<file path="config.mk">
export PLATFORM = sky130hd
export DESIGN_NAME = ps2_keymatrix
export DESIGN_NICKNAME = d
export VERILOG_FILES = /design/src/rtl/ps2_keymatrix.sv
export SDC_FILE = /design/constraint.sdc
export NUM_CORES = 1
export LEC_CHECK = 0
export CAP_MARGIN = 10
export CELL_PAD_IN_SITES_DETAIL_PLACEMENT = 1
export CELL_PAD_IN_SITES_GLOBAL_PLACEMENT = 2
export CORE_ASPECT_RATIO = 0.5
export CORE_MARGIN = 8
export CORE_UTILIZATION = 43
export DETAILED_ROUTE_END_ITERATION = 12
export GPL_ROUTABILITY_DRIVEN = 0
export GPL_TIMING_DRIVEN = 0
export PLACE_DENSITY = 0.95
export SLEW_MARGIN = 10
export SYNTH_ARGS = -nofsm -noshare
export SYNTH_HDL_FRONTEND = slang
export SYNTH_SLANG_ARGS = --single-unit
</file>
<file path="constraint.sdc">
create_clock -name clk28 -period 5.2 [get_ports clk28]
set_input_delay 0.78 -clock clk28 [delete_from_list [all_inputs] [get_ports clk28]]
set_output_delay 0.78 -clock clk28 [all_outputs]
set_load 0.01 [all_outputs]
</file>
<file path="src/rtl/ps2_keymatrix.sv">
// PS/2 set-2 keyboard receiver driving the 8x5 ZX Spectrum key matrix, with
// active-low column readout for port #FE and one-cycle NMI/reset service requests.
module ps2_keymatrix #(
    parameter int unsigned FILTER_LEN   = 8,
    parameter int unsigned TIMEOUT_BITS = 17
) (
    input  logic       clk28,
    input  logic       rst_n,
    input  logic       ps2_clk,
    input  logic       ps2_dat,
    input  logic [7:0] addr_hi,
    output logic [4:0] kd,
    output logic       magic_req,
    output logic       reset_req,
    output logic       frame_err
);
    localparam int unsigned FiltW = (FILTER_LEN > 1) ? $clog2(FILTER_LEN) : 1;

    localparam logic [1:0] StIdle   = 2'd0;
    localparam logic [1:0] StData   = 2'd1;
    localparam logic [1:0] StParity = 2'd2;
    localparam logic [1:0] StStop   = 2'd3;

    logic [1:0]              clk_sync_q, dat_sync_q;
    logic                    clk_filt_q, clk_filt_d, dat_filt_q, dat_filt_d;
    logic [FiltW-1:0]        clk_cnt_q, clk_cnt_d, dat_cnt_q, dat_cnt_d;
    logic                    strobe;
    logic [1:0]              state_q, state_d;
    logic [2:0]              bit_cnt_q, bit_cnt_d;
    logic [7:0]              shift_q, shift_d, byte_q;
    logic                    par_q, par_d;
    logic [TIMEOUT_BITS-1:0] tmo_q, tmo_d;
    logic                    byte_valid_q, byte_valid_d, frame_err_q, frame_err_d;
    logic [39:0]             mat_q, mat_d, eff;
    logic [4:0]              cmp_q, cmp_d, cmp_hit, cols;
    logic                    ext_q, ext_d, brk_q, brk_d;
    logic                    magic_q, magic_d, reset_q, reset_d;
    logic [6:0]              key;
    logic [4:0]              kd_q;

    // Row r of the matrix occupies bits [r*5 +: 5]; returns {hit, index}.
    function automatic logic [6:0] map_key(input logic ext, input logic [7:0] code);
        logic       hit;
        logic [5:0] idx;
        hit = 1'b1;
        idx = '0;
        if (ext) begin
            if (code == 8'h14) idx = 6'd36;
            else               hit = 1'b0;
        end else begin
            case (code)
                8'h12: idx = 6'd0;   8'h1a: idx = 6'd1;   8'h22: idx = 6'd2;   8'h21: idx = 6'd3;
                8'h2a: idx = 6'd4;   8'h1c: idx = 6'd5;   8'h1b: idx = 6'd6;   8'h23: idx = 6'd7;
                8'h2b: idx = 6'd8;   8'h34: idx = 6'd9;   8'h15: idx = 6'd10;  8'h1d: idx = 6'd11;
                8'h24: idx = 6'd12;  8'h2d: idx = 6'd13;  8'h2c: idx = 6'd14;  8'h16: idx = 6'd15;
                8'h1e: idx = 6'd16;  8'h26: idx = 6'd17;  8'h25: idx = 6'd18;  8'h2e: idx = 6'd19;
                8'h45: idx = 6'd20;  8'h46: idx = 6'd21;  8'h3e: idx = 6'd22;  8'h3d: idx = 6'd23;
                8'h36: idx = 6'd24;  8'h4d: idx = 6'd25;  8'h44: idx = 6'd26;  8'h43: idx = 6'd27;
                8'h3c: idx = 6'd28;  8'h35: idx = 6'd29;  8'h5a: idx = 6'd30;  8'h4b: idx = 6'd31;
                8'h42: idx = 6'd32;  8'h3b: idx = 6'd33;  8'h33: idx = 6'd34;  8'h29: idx = 6'd35;
                8'h59, 8'h14: idx = 6'd36;
                8'h3a: idx = 6'd37;  8'h31: idx = 6'd38;  8'h32: idx = 6'd39;
                default: hit = 1'b0;
            endcase
        end
        return {hit, idx};
    endfunction

    // Compound flags: [0] Backspace, [1] Left, [2] Down, [3] Up, [4] Right.
    function automatic logic [4:0] map_cmp(input logic ext, input logic [7:0] code);
        logic [4:0] f;
        f = '0;
        if (!ext && code == 8'h66) f[0] = 1'b1;
        if (ext && code == 8'h6b)  f[1] = 1'b1;
        if (ext && code == 8'h72)  f[2] = 1'b1;
        if (ext && code == 8'h75)  f[3] = 1'b1;
        if (ext && code == 8'h74)  f[4] = 1'b1;
        return f;
    endfunction

    always_comb begin
        clk_filt_d = clk_filt_q;
        clk_cnt_d  = '0;
        if (clk_sync_q[1] != clk_filt_q) begin
            if (clk_cnt_q == FiltW'(FILTER_LEN - 1)) clk_filt_d = clk_sync_q[1];
            else                                     clk_cnt_d  = clk_cnt_q + 1'b1;
        end
        dat_filt_d = dat_filt_q;
        dat_cnt_d  = '0;
        if (dat_sync_q[1] != dat_filt_q) begin
            if (dat_cnt_q == FiltW'(FILTER_LEN - 1)) dat_filt_d = dat_sync_q[1];
            else                                     dat_cnt_d  = dat_cnt_q + 1'b1;
        end
    end

    assign strobe = clk_filt_q & ~clk_filt_d;

    always_comb begin
        state_d      = state_q;
        bit_cnt_d    = bit_cnt_q;
        shift_d      = shift_q;
        par_d        = par_q;
        byte_valid_d = 1'b0;
        frame_err_d  = 1'b0;
        tmo_d        = (state_q == StIdle) ? '0 : tmo_q + 1'b1;
        // A strobe takes priority over a coincident timeout expiry.
        if (strobe) begin
            tmo_d = '0;
            case (state_q)
                StIdle: begin
                    if (!dat_filt_q) begin
                        state_d   = StData;
                        bit_cnt_d = '0;
                    end
                end
                StData: begin
                    shift_d   = {dat_filt_q, shift_q[7:1]};
                    bit_cnt_d = bit_cnt_q + 1'b1;
                    if (bit_cnt_q == 3'd7) state_d = StParity;
                end
                StParity: begin
                    par_d   = dat_filt_q;
                    state_d = StStop;
                end
                StStop: begin
                    if (dat_filt_q && (^{shift_q, par_q})) byte_valid_d = 1'b1;
                    else                                   frame_err_d  = 1'b1;
                    state_d = StIdle;
                end
            endcase
        end else if (state_q != StIdle && (&tmo_q)) begin
            state_d     = StIdle;
            frame_err_d = 1'b1;
        end
    end

    assign key     = map_key(ext_q, byte_q);
    assign cmp_hit = map_cmp(ext_q, byte_q);

    always_comb begin
        mat_d   = mat_q;
        cmp_d   = cmp_q;
        ext_d   = ext_q;
        brk_d   = brk_q;
        magic_d = 1'b0;
        reset_d = 1'b0;
        if (byte_valid_q) begin
            if (byte_q == 8'he0) begin
                ext_d = 1'b1;
            end else if (byte_q == 8'hf0) begin
                brk_d = 1'b1;
            end else if (byte_q == 8'haa || byte_q == 8'hff) begin
                mat_d = '0;
                cmp_d = '0;
                ext_d = 1'b0;
                brk_d = 1'b0;
            end else begin
                if (key[6]) mat_d[key[5:0]] = ~brk_q;
                cmp_d   = brk_q ? (cmp_q & ~cmp_hit) : (cmp_q | cmp_hit);
                magic_d = ~brk_q & ~ext_q & (byte_q == 8'h78);
                reset_d = ~brk_q & ~ext_q & (byte_q == 8'h07);
                ext_d   = 1'b0;
                brk_d   = 1'b0;
            end
        end
    end

    // Compound keys add CS plus their digit without touching the base CS bit.
    always_comb begin
        eff     = mat_q;
        eff[0]  = mat_q[0] | (|cmp_q);
        eff[20] = mat_q[20] | cmp_q[0];
        eff[19] = mat_q[19] | cmp_q[1];
        eff[24] = mat_q[24] | cmp_q[2];
        eff[23] = mat_q[23] | cmp_q[3];
        eff[22] = mat_q[22] | cmp_q[4];
        cols    = '0;
        for (int r = 0; r < 8; r++) begin
            if (!addr_hi[r]) cols = cols | eff[r*5 +: 5];
        end
    end

    always_ff @(posedge clk28 or negedge rst_n) begin
        if (!rst_n) begin
            clk_sync_q   <= 2'b11;
            dat_sync_q   <= 2'b11;
            clk_filt_q   <= 1'b1;
            dat_filt_q   <= 1'b1;
            clk_cnt_q    <= '0;
            dat_cnt_q    <= '0;
            state_q      <= StIdle;
            bit_cnt_q    <= '0;
            shift_q      <= '0;
            par_q        <= 1'b0;
            tmo_q        <= '0;
            byte_valid_q <= 1'b0;
            byte_q       <= '0;
            frame_err_q  <= 1'b0;
            mat_q        <= '0;
            cmp_q        <= '0;
            ext_q        <= 1'b0;
            brk_q        <= 1'b0;
            magic_q      <= 1'b0;
            reset_q      <= 1'b0;
            kd_q         <= 5'h1f;
        end else begin
            clk_sync_q   <= {clk_sync_q[0], ps2_clk};
            dat_sync_q   <= {dat_sync_q[0], ps2_dat};
            clk_filt_q   <= clk_filt_d;
            dat_filt_q   <= dat_filt_d;
            clk_cnt_q    <= clk_cnt_d;
            dat_cnt_q    <= dat_cnt_d;
            state_q      <= state_d;
            bit_cnt_q    <= bit_cnt_d;
            shift_q      <= shift_d;
            par_q        <= par_d;
            tmo_q        <= tmo_d;
            byte_valid_q <= byte_valid_d;
            if (byte_valid_d) byte_q <= shift_q;
            frame_err_q  <= frame_err_d;
            mat_q        <= mat_d;
            cmp_q        <= cmp_d;
            ext_q        <= ext_d;
            brk_q        <= brk_d;
            magic_q      <= magic_d;
            reset_q      <= reset_d;
            kd_q         <= ~cols;
        end
    end

    assign kd        = kd_q;
    assign magic_req = magic_q;
    assign reset_req = reset_q;
    assign frame_err = frame_err_q;
endmodule

</file>
==> flow_summary.toml <==
[run_status]
outcome = "finished clean"

[sta]
period_needed_ns = 3.60
hold_viol_final = 0
tightest_slew_ns = 1.05
post-route-period-util_pct = 69.2
finClkSkew_ns = 0.00951
rsz0062_at_grt = "false"
fin_ws_ns = 1.60
hold_ws_ns = 0.307
slew_headroom_pct = 29.0
final.setup.tns_ns = 0
fmax_ghz = 0.278
finalSetupViolations = 0
final_max_slew_viol_count = 0

[global_routing]
antenna_found_initial = 0
grt_use_met2_pct = 35.0
use_met1_pct = 27.4
grt_pass1_wl_um = 31500
grt_pass1_vias = 5658
met3_usage_pct = 4.33
grt_usage_pct = 21.5
grt_max_degree = 80
grt_busiest_layer = "met2"
grt_overflow_total = 0

[yosys]
syn_inst = 637
ys_seq_elements = 107
synth_warnings = 0
synthTopCellsByCount = "dfrtp_1 (96), o21ai_0 (56), nand2_1 (46)"
ys.flop_type = "dfrtp_1"
synth.top_cell.area_share_pct = 39.5
ys_seq_area_share_pct = 44.3
yosysMostFrequentCell = "dfrtp_1"
syn_area_um2 = 6080
synth_largest_area_cell = "dfrtp_1"
async_reset_ff_share_pct = 100
syn_nets = 661
synth_area_leaders = "dfrtp_1 (40%), dfstp_2 (4.8%), o21ai_0 (4.6%)"
ys_types = 71
avgSynthCellArea_um2 = 9.54
synth_edf_count = 0

[die]
die_h_um = 100
rows = 30
dieWidth_um = 184
initial_core_util_pct = 44.5
core-area_um2 = 13700
ios = 20
design.die.area_um2 = 18400

[cts]
clkTransAtPathRegs_ns = 0.07
clkLatencyLatePin_ns = 0.35
cts_buffers = 9
holdBufCountCts = 0
cts_tree = "built"
clock_sinks = 107
ctsResizeCount = 0
cts_setup_buffers = 0
cts-root-buf = "clkbuf_16"
h-tree-depth = 3
clk_path_buf_depth = 2

[worst_setup_path]
worstSetupPathType = "register to register"
startpoint = "byte_q[7]$_DFFE_PN0P_"
r2r_end = "mat_q[17]$_DFFE_PN0P_"
startpoint_type = "register"
endpoint_kind = "register"
regToRegSetupSlack_ns = 1.60
cp_data_required_time_ns = 5.46
rr_startpoint = "byte_q[7]$_DFFE_PN0P_"
arrival_ns = 3.86
r2r_cells = 10
worst-path-max-fanout = 10

[cells_and_area]
multiInputGateArea_um2 = 3120
final.fill_count = 1591
final_util_pct = 50.2
post-route-cell-area_um2 = 6850
nNetsFinal = 692
drive_gt1_share_pct = 13.8
syn_to_final_growth_pct = 12.8
fin_cells = 865
regArea_um2 = 2690
antenna_cells = 0

[place]
place_area_um2 = 6540
dp_slack_ns = 1.71
port_buffers = 19
dp_hpwl_um = 14000
place_inst = 849

[detailed_routing]
via_per_inst = 6.30
drt_iter0_drc = 524
drt_first_pass_iters = 5
dr_total_vias = 5451
ant_nets = 0
wirelength_um = 19300
routedWlPerCell_um = 22.3
drc = 0

[power]
vdd_drop_max_mv = 0.164
p_leak_nw = 2.76
p_per_area_nw_per_um2 = 247
p_total_mw = 1.69

[worst_hold_path]
hold_path_class = "input pin to asynchronous set/reset pin"

[flow_run]
maxCapViolations = 0
-- cells in the final DEF, fill, tap and decap left out, types with 12 or more instances in the layout --
cell type         n
buf_2            18
clkbuf_1         20
clkdlybuf4s50_1  18
nand3_1          24
o21ai_0          56
or2_2            12
xor2_1           13
nor2_1           40
xnor2_1          14
nand2_1          46
nor4_1           14
mux2_2           20
inv_1            19
a31oi_1          19
ha_1             12
dfrtp_1          96
-- logic make-up (layout without fill, tap and decap cells) --
group | after synthesis | in the layout | synth area share [%]
simple gates | 225 | 225 | 20.6
compound gates | 183 | 183 | 20.6
flops | 107 | 107 | 44.3
buf+inv | 63 | 99 | 4.45
xor+xnor | 27 | 27 | 3.89
mux | 20 | 20 | 3.71
fa+ha+maj | 12 | 12 | 2.47
-- where the power goes --
group | leakage (nW) | switching (mW) | internal [mW]
logic | 1.16 | 0.0507 | 0.0381
registers | 1.45 | 0.0118 | 0.863
clock network | 0.154 | 0.324 | 0.405
total | 2.76 | 0.387 | 1.31
-- worst max-delay path: stages, from the launching register on --
cell      delay [ns]
dfrtp_1         0.44
buf_2           0.27
or4b_1          0.15
buf_2           0.19
o32ai_2         0.13
a31oi_1         0.17
o311ai_0        0.36
o21ai_1         0.59
o21ai_0         0.48
or3_1           0.52
o22ai_1         0.20
-- flip-flops by register name (all words and copies together), names as in the netlist --
| register | cells |
|---|---|
| mat_q | 40 |
| tmo_q | 17 |
| byte_q | 8 |
| shift_q | 8 |
| cmp_q | 5 |
| kd | 5 |
| bit_cnt_q | 3 |
| clk_cnt_q | 3 |
| dat_cnt_q | 3 |
| clk_sync_q | 2 |
| dat_sync_q | 2 |
| state_q | 2 |
| brk_q | 1 |
| byte_valid_q | 1 |
| clk_filt_q | 1 |
| dat_filt_q | 1 |
| ext_q | 1 |
| frame_err | 1 |
| magic_req | 1 |
| par_q | 1 |
| reset_req | 1 |
-- how the worst max path moves through the flow --
stage	to	slack (ns)	depth (start not counted)
6_report	mat_q[17]$_DFFE_PN0P_	1.60	10
4_1_cts	mat_q[17]$_DFFE_PN0P_	1.69	10
2_1_floorplan	mat_q[4]$_DFFE_PN0P_	2.45	10
3_5_place_dp	mat_q[17]$_DFFE_PN0P_	1.71	10
3_3_place_gp	mat_q[36]$_DFFE_PN0P_	-0.88	1
5_1_grt	mat_q[17]$_DFFE_PN0P_	1.34	10
-- routing by layer --
metal / up-vias / routed length (um)
li1: 2440 / -
met4: 0 / 623
met5: - / 0
met3: 54 / 1200
met1: 2753 / 8520
met2: 204 / 8930
-- cell type report --
type                            instances  area share (%)
Clock inverter                          4           0.821
Clock buffer                           12            3.74
Buffer                                 44            2.90
Timing Repair Buffer                   20            3.19
Tap cell                              192            3.50
Sequential cell                       107            39.3
Inverter                               19            1.04
Multi-Input combinational cell        467            45.5
(Power assumes the default switching activity.)
